## config.mk

```make
export PLATFORM = sky130hd
export DESIGN_NAME = alu_ctrl
export DESIGN_NICKNAME = d
export VERILOG_FILES = /design/src/rtl/alu_ctrl.sv
export SDC_FILE = /design/constraint.sdc
export NUM_CORES = 1
export LEC_CHECK = 0
export ABC_AREA = 1
export CORE_ASPECT_RATIO = 1.2
export CORE_MARGIN = 5
export CORE_UTILIZATION = 48
export CTS_BUF_LIST = sky130_fd_sc_hd__clkbuf_4 sky130_fd_sc_hd__clkbuf_8
export DETAILED_ROUTE_END_ITERATION = 16
export HOLD_SLACK_MARGIN = 0.05
export PLACE_DENSITY_LB_ADDON = 0.25
export SETUP_SLACK_MARGIN = 0.1
export SYNTH_ARGS = -nofsm -noshare
export SYNTH_HDL_FRONTEND = slang
export SYNTH_SLANG_ARGS = --single-unit
```

## constraint.sdc

```tcl
create_clock -name clock -period 2.55 [get_ports clock]
set_clock_uncertainty 0.05 [all_clocks]
set_input_delay 0.6375 -clock clock [delete_from_list [all_inputs] [get_ports clock]]
set_output_delay 0.6375 -clock clock [all_outputs]
set_load 0.05 [all_outputs]
```

## src/rtl/alu_ctrl.sv

```systemverilog
// ALU command controller: two requester channels share one external ALU.
// A round-robin arbiter picks a command. The FSM drives the ALU, captures the
// returned value and carry, and then holds a response until it is accepted.
// Illegal opcodes and divide-by-zero skip the ALU and respond with an error.
module alu_ctrl #(
    parameter int ALU_LAT = 1
) (
    input  logic       clock,
    input  logic       reset_n,
    input  logic       req0_valid,
    output logic       req0_ready,
    input  logic [3:0] req0_op,
    input  logic [7:0] req0_a,
    input  logic [7:0] req0_b,
    input  logic       req1_valid,
    output logic       req1_ready,
    input  logic [3:0] req1_op,
    input  logic [7:0] req1_a,
    input  logic [7:0] req1_b,
    output logic       rsp_valid,
    input  logic       rsp_ready,
    output logic       rsp_id,
    output logic [7:0] rsp_result,
    output logic       rsp_zero,
    output logic       rsp_carry,
    output logic       rsp_err,
    output logic [3:0] alu_op,
    output logic [7:0] alu_a,
    output logic [7:0] alu_b,
    output logic       alu_out,
    input  logic [7:0] alu_result,
    output logic       busy,
    output logic [7:0] err_count
);

    typedef enum logic [1:0] {
        ST_IDLE    = 2'd0,
        ST_ISSUE   = 2'd1,
        ST_CAPTURE = 2'd2,
        ST_RESP    = 2'd3
    } state_e;

    localparam logic [3:0] OP_ADD = 4'd0;
    localparam logic [3:0] OP_SUB = 4'd1;
    localparam logic [3:0] OP_DIV = 4'd3;
    localparam logic [3:0] OP_NOT = 4'd11;

    // Index of the last CAPTURE cycle. The ALU result is sampled in that cycle.
    localparam logic [7:0] LAT_LAST = (ALU_LAT > 1) ? 8'(ALU_LAT - 1) : 8'd0;

    // A command is answered with an error when the opcode is outside the
    // defined set, or when it is a divide with a zero divisor.
    function automatic logic cmd_is_error(input logic [3:0] op, input logic [7:0] b);
        return (op > OP_NOT) || ((op == OP_DIV) && (b == 8'h00));
    endfunction

    // The carry comes from the operands and not from the ALU.
    // ADD uses the 9th sum bit. SUB uses the borrow.
    function automatic logic calc_carry(input logic [3:0] op, input logic [7:0] a,
                                        input logic [7:0] b);
        logic [8:0] sum;
        sum = {1'b0, a} + {1'b0, b};
        if (op == OP_ADD) begin
            return sum[8];
        end else if (op == OP_SUB) begin
            return (a < b);
        end else begin
            return 1'b0;
        end
    endfunction

    state_e     state_q, state_d;
    logic       ptr_q, ptr_d;               // requester favoured when both are valid
    logic       req0_ready_q, req0_ready_d;
    logic       req1_ready_q, req1_ready_d;
    logic       id_q, id_d;
    logic       carry_q, carry_d;
    logic [7:0] lat_cnt_q, lat_cnt_d;
    logic       busy_q, busy_d;
    logic [3:0] alu_op_q, alu_op_d;
    logic [7:0] alu_a_q, alu_a_d;
    logic [7:0] alu_b_q, alu_b_d;
    logic       alu_out_q, alu_out_d;
    logic       rsp_valid_q, rsp_valid_d;
    logic       rsp_id_q, rsp_id_d;
    logic [7:0] rsp_result_q, rsp_result_d;
    logic       rsp_zero_q, rsp_zero_d;
    logic       rsp_carry_q, rsp_carry_d;
    logic       rsp_err_q, rsp_err_d;
    logic [7:0] err_count_q, err_count_d;

    logic       acc0_s, acc1_s, accept_s, rsp_hs_s;
    logic       gnt0_s, gnt1_s;
    logic       cmd_id_s;
    logic [3:0] cmd_op_s;
    logic [7:0] cmd_a_s, cmd_b_s;

    // Handshake decode, command select and arbitration.
    // The ready flags are registered, so a grant never sees its own valid.
    always_comb begin
        acc0_s   = req0_valid && req0_ready_q;
        acc1_s   = req1_valid && req1_ready_q;
        accept_s = acc0_s || acc1_s;
        rsp_hs_s = rsp_valid_q && rsp_ready;
        cmd_id_s = acc1_s;
        cmd_op_s = acc1_s ? req1_op : req0_op;
        cmd_a_s  = acc1_s ? req1_a  : req0_a;
        cmd_b_s  = acc1_s ? req1_b  : req0_b;
        gnt0_s   = req0_valid && (!req1_valid || (ptr_q == 1'b0));
        gnt1_s   = req1_valid && (!req0_valid || (ptr_q == 1'b1));
    end

    // Next-state and next-output logic for the command FSM.
    always_comb begin
        state_d      = state_q;
        ptr_d        = ptr_q;
        req0_ready_d = 1'b0;
        req1_ready_d = 1'b0;
        id_d         = id_q;
        carry_d      = carry_q;
        lat_cnt_d    = lat_cnt_q;
        alu_op_d     = alu_op_q;
        alu_a_d      = alu_a_q;
        alu_b_d      = alu_b_q;
        alu_out_d    = alu_out_q;
        rsp_valid_d  = rsp_valid_q;
        rsp_id_d     = rsp_id_q;
        rsp_result_d = rsp_result_q;
        rsp_zero_d   = rsp_zero_q;
        rsp_carry_d  = rsp_carry_q;
        rsp_err_d    = rsp_err_q;
        err_count_d  = err_count_q;

        case (state_q)
            ST_IDLE: begin
                if (accept_s) begin
                    id_d    = cmd_id_s;
                    ptr_d   = ~cmd_id_s;
                    carry_d = calc_carry(cmd_op_s, cmd_a_s, cmd_b_s);
                    if (cmd_is_error(cmd_op_s, cmd_b_s)) begin
                        state_d      = ST_RESP;
                        rsp_valid_d  = 1'b1;
                        rsp_id_d     = cmd_id_s;
                        rsp_result_d = 8'hFF;
                        rsp_zero_d   = 1'b0;
                        rsp_carry_d  = 1'b0;
                        rsp_err_d    = 1'b1;
                    end else begin
                        state_d  = ST_ISSUE;
                        alu_op_d = cmd_op_s;
                        alu_a_d  = cmd_a_s;
                        alu_b_d  = cmd_b_s;
                    end
                end else begin
                    req0_ready_d = gnt0_s;
                    req1_ready_d = gnt1_s;
                end
            end
            ST_ISSUE: begin
                state_d   = ST_CAPTURE;
                alu_out_d = 1'b1;
                lat_cnt_d = 8'd0;
            end
            ST_CAPTURE: begin
                if (lat_cnt_q >= LAT_LAST) begin
                    state_d      = ST_RESP;
                    alu_op_d     = 4'd0;
                    alu_a_d      = 8'h00;
                    alu_b_d      = 8'h00;
                    alu_out_d    = 1'b0;
                    rsp_valid_d  = 1'b1;
                    rsp_id_d     = id_q;
                    rsp_result_d = alu_result;
                    rsp_zero_d   = (alu_result == 8'h00);
                    rsp_carry_d  = carry_q;
                    rsp_err_d    = 1'b0;
                end else begin
                    lat_cnt_d = lat_cnt_q + 8'd1;
                end
            end
            ST_RESP: begin
                if (rsp_hs_s) begin
                    state_d      = ST_IDLE;
                    rsp_valid_d  = 1'b0;
                    rsp_id_d     = 1'b0;
                    rsp_result_d = 8'h00;
                    rsp_zero_d   = 1'b0;
                    rsp_carry_d  = 1'b0;
                    rsp_err_d    = 1'b0;
                    req0_ready_d = gnt0_s;
                    req1_ready_d = gnt1_s;
                    if (rsp_err_q && (err_count_q != 8'hFF)) begin
                        err_count_d = err_count_q + 8'd1;
                    end else begin
                        err_count_d = err_count_q;
                    end
                end else begin
                    state_d = ST_RESP;
                end
            end
            default: begin
                state_d     = ST_IDLE;
                alu_op_d    = 4'd0;
                alu_a_d     = 8'h00;
                alu_b_d     = 8'h00;
                alu_out_d   = 1'b0;
                rsp_valid_d = 1'b0;
            end
        endcase

        busy_d = (state_d != ST_IDLE);
    end

    // State and output registers. Reset drops any in-flight command.
    always_ff @(posedge clock or negedge reset_n) begin
        if (!reset_n) begin
            state_q      <= ST_IDLE;
            ptr_q        <= 1'b0;
            req0_ready_q <= 1'b0;
            req1_ready_q <= 1'b0;
            id_q         <= 1'b0;
            carry_q      <= 1'b0;
            lat_cnt_q    <= 8'd0;
            busy_q       <= 1'b0;
            alu_op_q     <= 4'd0;
            alu_a_q      <= 8'h00;
            alu_b_q      <= 8'h00;
            alu_out_q    <= 1'b0;
            rsp_valid_q  <= 1'b0;
            rsp_id_q     <= 1'b0;
            rsp_result_q <= 8'h00;
            rsp_zero_q   <= 1'b0;
            rsp_carry_q  <= 1'b0;
            rsp_err_q    <= 1'b0;
            err_count_q  <= 8'h00;
        end else begin
            state_q      <= state_d;
            ptr_q        <= ptr_d;
            req0_ready_q <= req0_ready_d;
            req1_ready_q <= req1_ready_d;
            id_q         <= id_d;
            carry_q      <= carry_d;
            lat_cnt_q    <= lat_cnt_d;
            busy_q       <= busy_d;
            alu_op_q     <= alu_op_d;
            alu_a_q      <= alu_a_d;
            alu_b_q      <= alu_b_d;
            alu_out_q    <= alu_out_d;
            rsp_valid_q  <= rsp_valid_d;
            rsp_id_q     <= rsp_id_d;
            rsp_result_q <= rsp_result_d;
            rsp_zero_q   <= rsp_zero_d;
            rsp_carry_q  <= rsp_carry_d;
            rsp_err_q    <= rsp_err_d;
            err_count_q  <= err_count_d;
        end
    end

    assign req0_ready = req0_ready_q;
    assign req1_ready = req1_ready_q;
    assign rsp_valid  = rsp_valid_q;
    assign rsp_id     = rsp_id_q;
    assign rsp_result = rsp_result_q;
    assign rsp_zero   = rsp_zero_q;
    assign rsp_carry  = rsp_carry_q;
    assign rsp_err    = rsp_err_q;
    assign alu_op     = alu_op_q;
    assign alu_a      = alu_a_q;
    assign alu_b      = alu_b_q;
    assign alu_out    = alu_out_q;
    assign busy       = busy_q;
    assign err_count  = err_count_q;

endmodule

```

==> impl_metrics.env, run 1 <==
export IMPL_status="finished clean"
export IMPL_start_util=0.486
export IMPL_cp_required_ns=2.74
export IMPL_first_iter_violations=100
export IMPL_clkTransAtPathRegs_ns=0.10
export IMPL_r2r_setup_slack_ns=0.41
export IMPL_final_nets=624
export IMPL_hold_class="in2async"
export IMPL_hold_viol_final=0
export IMPL_clkSinkCount=50
export IMPL_wl_met2_um=4360
export IMPL_p_leak_uw=0.00239
export IMPL_top_layer="met4"
export IMPL_cts_tree="yes"
export IMPL_antenna_found_initial=0
export IMPL_die_h_um=97.9
export IMPL_syn_inst=423
export IMPL_r2r_cells=16
export IMPL_multiInputGateArea_um2=1590
export IMPL_syn_nets=495
export IMPL_worstReg2RegStart="req1_ready"
export IMPL_relSlewSlack=0.483
export IMPL_fin_cells=638
export IMPL_end_kind="register"
export IMPL_antenna_left=0
export IMPL_fin_crit_ns=2.27
export IMPL_cap_violations=0
export IMPL_critical_path_startpoint_type="input port"
export IMPL_cts_buffers_inserted=5
export IMPL_cts_root_buf="clkbuf_8"
export IMPL_grt_usage=0.199
export IMPL_vdd_drop_max_uv=491
export IMPL_r2r_end="carry_q"
export IMPL_critPathArrivalTime_ns=2.47
export IMPL_io_pins=98
export IMPL_holdWs_ns=0.346
export IMPL_fmax_ghz=0.440
export IMPL_cp_max_fo=5
export IMPL_final_common_cell="nand2_1"
export IMPL_ff_latch_area_um2=1250
export IMPL_area_growth_pct=47.3
export IMPL_wl_met1_um=3220
export IMPL_dp_worst_setup_slack_ns=-0.393
export IMPL_synth_edff_count=0
export IMPL_via_count=3157
export IMPL_port_buffers=97
export IMPL_grt_pass1_vias=3073
export IMPL_avgRoutedWirePerCell_um=12.7
export IMPL_dp_cells=629
export IMPL_h_tree_depth=2
export IMPL_grt_pass1_wl_um=13500
export IMPL_insertedDiodeCount=0
export IMPL_nFillCells=515
export IMPL_hold_buffers=0
export IMPL_final_cell_mix="nand2_1 (145), clkdlybuf4s50_1 (95), inv_1 (50)"
export IMPL_ys_flop_type="dfrtp_1"
export IMPL_setup_violations_final=0
export IMPL_tightest_slew_ns=0.776
export IMPL_ys_ff_latch=50
export IMPL_postCtsSetupBuffers=0
export IMPL_rows=32
export IMPL_core_area_um2=6370
export IMPL_place_gp_congestion=0.820
export IMPL_synthDistinctLibCells=34
export IMPL_clockBufferDepth=2
export IMPL_power_density_nw_per_um2=1150
export IMPL_avgSynthCellArea_um2=7.31
export IMPL_async_flop_share=1.00
export IMPL_route_met3_wl_um=359
export IMPL_grt_max_degree=35
export IMPL_vias_per_cell=4.95
export IMPL_worst_slack_ns=0.275
export IMPL_netlist_area_um2=3090
export IMPL_post_route_period_util=0.892
export IMPL_gr_total_overflow=0
export IMPL_routed_wl_um=8110
export IMPL_insertion_delay_ns=0.30
export IMPL_criticalPathCategory="in2reg"
export IMPL_drive_gt1_frac=0.139
export IMPL_worstSetupStartpoint="req0_a[6]"
export IMPL_yosysWarnings=0
export IMPL_drt_pass1_iterations=5
export IMPL_hpwl_um=6470
export IMPL_power_uw=5240
export IMPL_drc_errors=0
export IMPL_yosysSeqAreaShare=0.405
export IMPL_die_w_um=83.3
export IMPL_rsz0062_at_grt="false"
export IMPL_drv_slew=0
export IMPL_dieArea_um2=8150
==> routing by layer <==
metal  vias up  GRT usage
li1       1574          -
met1      1490      0.218
met2        76      0.385
met3        17     0.0329
met4         0     0.0667
met5         -          0
==> kinds of logic after synthesis <==
family / count (synthesis) / synth area share
multiplexers: 1 / 0.00364
XOR/XNOR: 7 / 0.0198
buffers and inverters: 70 / 0.0955
AO/OA/AOI/OAI: 32 / 0.0603
flip-flops: 50 / 0.405
adder cells (fa/ha/maj): 19 / 0.0769
AND/OR/NAND/NOR: 244 / 0.339
==> metrics by stage <==
stage / util / instance area (um2) / TNS [ns]
floorplan: - / 3090 / 0
global placement: 0.688 / 4380 / -6.07
detailed placement: 0.688 / 4380 / -7.30
CTS: 0.705 / 4490 / 0
global route: 0.716 / 4560 / 0
finish: 0.716 / 4560 / 0
==> Yosys cell counts, drive strengths merged (3+ instances only) <==
cell      n  share of area
nand2   147           0.18
inv      54          0.066
dfrtp    50           0.40
nand3    43          0.074
nor2     37          0.045
o21ai    21          0.038
ha       19          0.077
buf       9          0.021
clkbuf    6         0.0073
nor3      5          0.013
xnor2     5          0.014
a21oi     4         0.0065
or2       4         0.0081
nand4     3         0.0061
==> layout make-up <==
cell class / instances / share of cell area
multi-input cells: 303 / 0.350
repair buffers: 137 / 0.286
flip-flops and latches: 50 / 0.275
inverters: 55 / 0.0453
well taps: 85 / 0.0233
clock buffers: 5 / 0.0151
clock inverters: 3 / 0.00522
==> registers in the layout (all words and copies together), names as in the netlist, 2 cells and up <==
register / cells
rsp_result: 8
err_count: 8
alu_b: 8
state_q: 2
alu_op: 4
alu_a: 8
==> repair_timing <==
item / 4_1_cts / 5_1_grt
endpoints found under the setup margin: 21 / 1
resized for setup: 3 / 15
pin swaps: 1 / 3
gates cloned: 0 / 1
==> worst max path at each step <==
stage | end | slack [ns] | cells past startpoint
after floorplan | carry_q | 0.15 | 15
after global placement | carry_q | -0.33 | 16
after detailed placement | carry_q | -0.39 | 16
after CTS | carry_q | 0.21 | 16
after global routing | carry_q | 0.08 | 16
final | carry_q | 0.28 | 14
==> where the power goes <==
group | switching (uW) | internal (uW)
combinational | 2220 | 1250
clock | 276 | 197
sequential | 185 | 1120
==> critical path, stage by stage <==
cell and delay (ns):
clkdlybuf4s50_1 0.42, or2_2 0.31, o21ai_2 0.07, inv_1 0.09, ha_4 0.27, nand2_1 0.06, inv_1 0.04, o21ai_0 0.13
nand3_1 0.11, nor3_2 0.11, nand2_1 0.06, nand2_1 0.07, nand2_1 0.04, nand2_1 0.05
Power figures use the tool's default switching activity.
==> inputs of run 2 (changes only) <==
--- a/config.mk
+++ b/config.mk
@@ -13,2 +13,3 @@
 export DETAILED_ROUTE_END_ITERATION = 16
+export GPL_TIMING_DRIVEN = 1
 export HOLD_SLACK_MARGIN = 0.05
==> constraint.sdc (replaced) <==
create_clock -name clock -period 2.55 [get_ports clock]
set_clock_uncertainty 0.05 [all_clocks]
set_input_delay 0.51 -clock clock [delete_from_list [all_inputs] [get_ports clock]]
set_output_delay 0.51 -clock clock [all_outputs]
set_load 0.05 [all_outputs]
==> impl_metrics.env, run 2 (synthesized netlist as in run 1, its figures left out) <==
export IMPL_status="finished clean"
export IMPL_pwr_share_comb=0.661
export IMPL_cp_max_fo=6
export IMPL_critPathArrivalTime_ns=2.47
export IMPL_clockBufferDepth=2
export IMPL_core_area_um2=6370
export IMPL_crit_end="carry_q"
export IMPL_hold_viol_final=0
export IMPL_die_w_um=83.3
export IMPL_cap_violations=0
export IMPL_multiInputGateArea_um2=1560
export IMPL_area_growth_pct=45.1
export IMPL_grt_pass1_wl_um=13700
export IMPL_clkSinkCount=50
export IMPL_met3_usage=0.0295
export IMPL_gr_total_overflow=0
export IMPL_worstSetupStartpoint="req1_valid"
export IMPL_ff_latch_area_um2=1250
export IMPL_rows=32
export IMPL_pwr_share_seq=0.250
export IMPL_drc_errors=0
export IMPL_drt_pass1_iterations=4
export IMPL_tns_ns=0
export IMPL_worstReg2RegStart="req1_ready"
export IMPL_nFillCells=539
export IMPL_port_buffers=97
export IMPL_r2r_cells=13
export IMPL_hold_class="in2async"
export IMPL_final_nets=621
export IMPL_post_route_period_util=0.895
export IMPL_worst_slack_ns=0.269
export IMPL_vdd_drop_max_uv=564
export IMPL_r2r_setup_slack_ns=0.30
export IMPL_cts_root_buf="clkbuf_8"
export IMPL_io_pins=98
export IMPL_drv_slew=0
export IMPL_place_gp_congestion=0.862
export IMPL_end_kind="register"
export IMPL_busiest_layer="met2"
export IMPL_cts_buffers_inserted=5
export IMPL_first_iter_violations=139
export IMPL_relSlewSlack=0.599
export IMPL_grt_use_met1=0.216
export IMPL_setup_violations_final=0
export IMPL_fin_crit_ns=2.28
export IMPL_insertedDiodeCount=0
export IMPL_hpwl_um=6470
export IMPL_antenna_left=0
export IMPL_r2r_end="carry_q"
export IMPL_avgRoutedWirePerCell_um=12.5
export IMPL_criticalPathCategory="in2reg"
export IMPL_vias_per_cell=4.88
export IMPL_clkPwrFrac=0.089
export IMPL_h_tree_depth=2
export IMPL_grt_max_degree=30
export IMPL_dieArea_um2=8150
export IMPL_rsz0062_at_grt="false"
export IMPL_tightest_slew_ns=0.597
export IMPL_p_leak_uw=0.00236
export IMPL_routed_wl_um=7960
export IMPL_critical_path_startpoint_type="input port"
export IMPL_via_count=3098
export IMPL_dp_worst_setup_slack_ns=-0.300
export IMPL_cts_tree="yes"
export IMPL_cp_required_ns=2.74
export IMPL_power_density_nw_per_um2=1160
export IMPL_cell_internal_pwr_uw=2530
export IMPL_globalRouteMet2Util=0.397
export IMPL_drive_gt1_frac=0.122
export IMPL_final_common_cell="nand2_1"
export IMPL_clkTransAtPathRegs_ns=0.10
export IMPL_die_h_um=97.9
export IMPL_grt_usage=0.201
export IMPL_final_cell_mix="nand2_1 (145), clkdlybuf4s50_1 (95), inv_1 (52)"
export IMPL_p_sw_uw=2660
export IMPL_insertion_delay_ns=0.31
export IMPL_antenna_found_initial=0
export IMPL_grt_pass1_vias=3193
export IMPL_start_util=0.486
export IMPL_holdWs_ns=0.109
export IMPL_fmax_ghz=0.438
export IMPL_switching_share=0.512
-- run 2: layer usage --
metal | vias to the layer above | wire [um]
met3 | 11 | 369
met1 | 1431 | 3030
met2 | 86 | 4400
met4 | 0 | 154
met5 | - | 0
li1 | 1570 | -
-- run 2: what timing repair did --
item,4_1_cts,5_1_grt
endpoints found under the setup margin,1,1
resized for setup,6,0
buffers inserted,1,1
hold buffers,0,0
pin swaps,2,0
-- run 2: area by class of cell --
cell class / instances / area share
inverter: 55 / 0.0460
tap: 85 / 0.0237
sequential: 50 / 0.279
timing repair buffer: 134 / 0.282
clock inverter: 3 / 0.00474
multi-input combinational: 303 / 0.349
clock buffer: 5 / 0.0153
-- run 2: stage by stage --
step	area (um2)	utilization	total power [uW]	std cells
finish	4490	0.705	5190	635
global route	4490	0.705	5600	635
CTS	4480	0.704	5210	634
detailed placement	4360	0.686	4730	625
global placement	4360	0.686	4630	625
floorplan	3090	-	3590	423
-- run 2: critical path, stage by stage --
cell and delay [ns]:
dlygate4sd2_1 0.26, nand2_2 0.09, inv_1 0.09, or2_2 0.28
o21ai_1 0.15, inv_1 0.10, ha_1 0.34, nor4_2 0.31
nand2_1 0.08, nand2_1 0.06, nand2_1 0.05, nand2_1 0.05
nand2_1 0.04, nand2_1 0.05
-- run 2: how the worst min path moves through the flow --
stage	cells past startpoint	start	slack, ns	to
after global routing	1	reset_n	0.14	rsp_valid
after detailed placement	1	ptr_q	0.41	req0_ready
after global placement	1	ptr_q	0.39	req0_ready
final	1	reset_n	0.11	err_count[5]
after floorplan	0	reset_n	0.16	alu_a[0]
after CTS	1	reset_n	0.12	rsp_valid
-- run 2: power groups by stage --
stage	Clock, uW	Sequential, uW	Combinational, uW
after global placement	0	1300	3330
after detailed placement	0	1310	3410
final	461	1300	3430
after global routing	501	1340	3760
after floorplan	0	2210	1380
after CTS	471	1300	3440
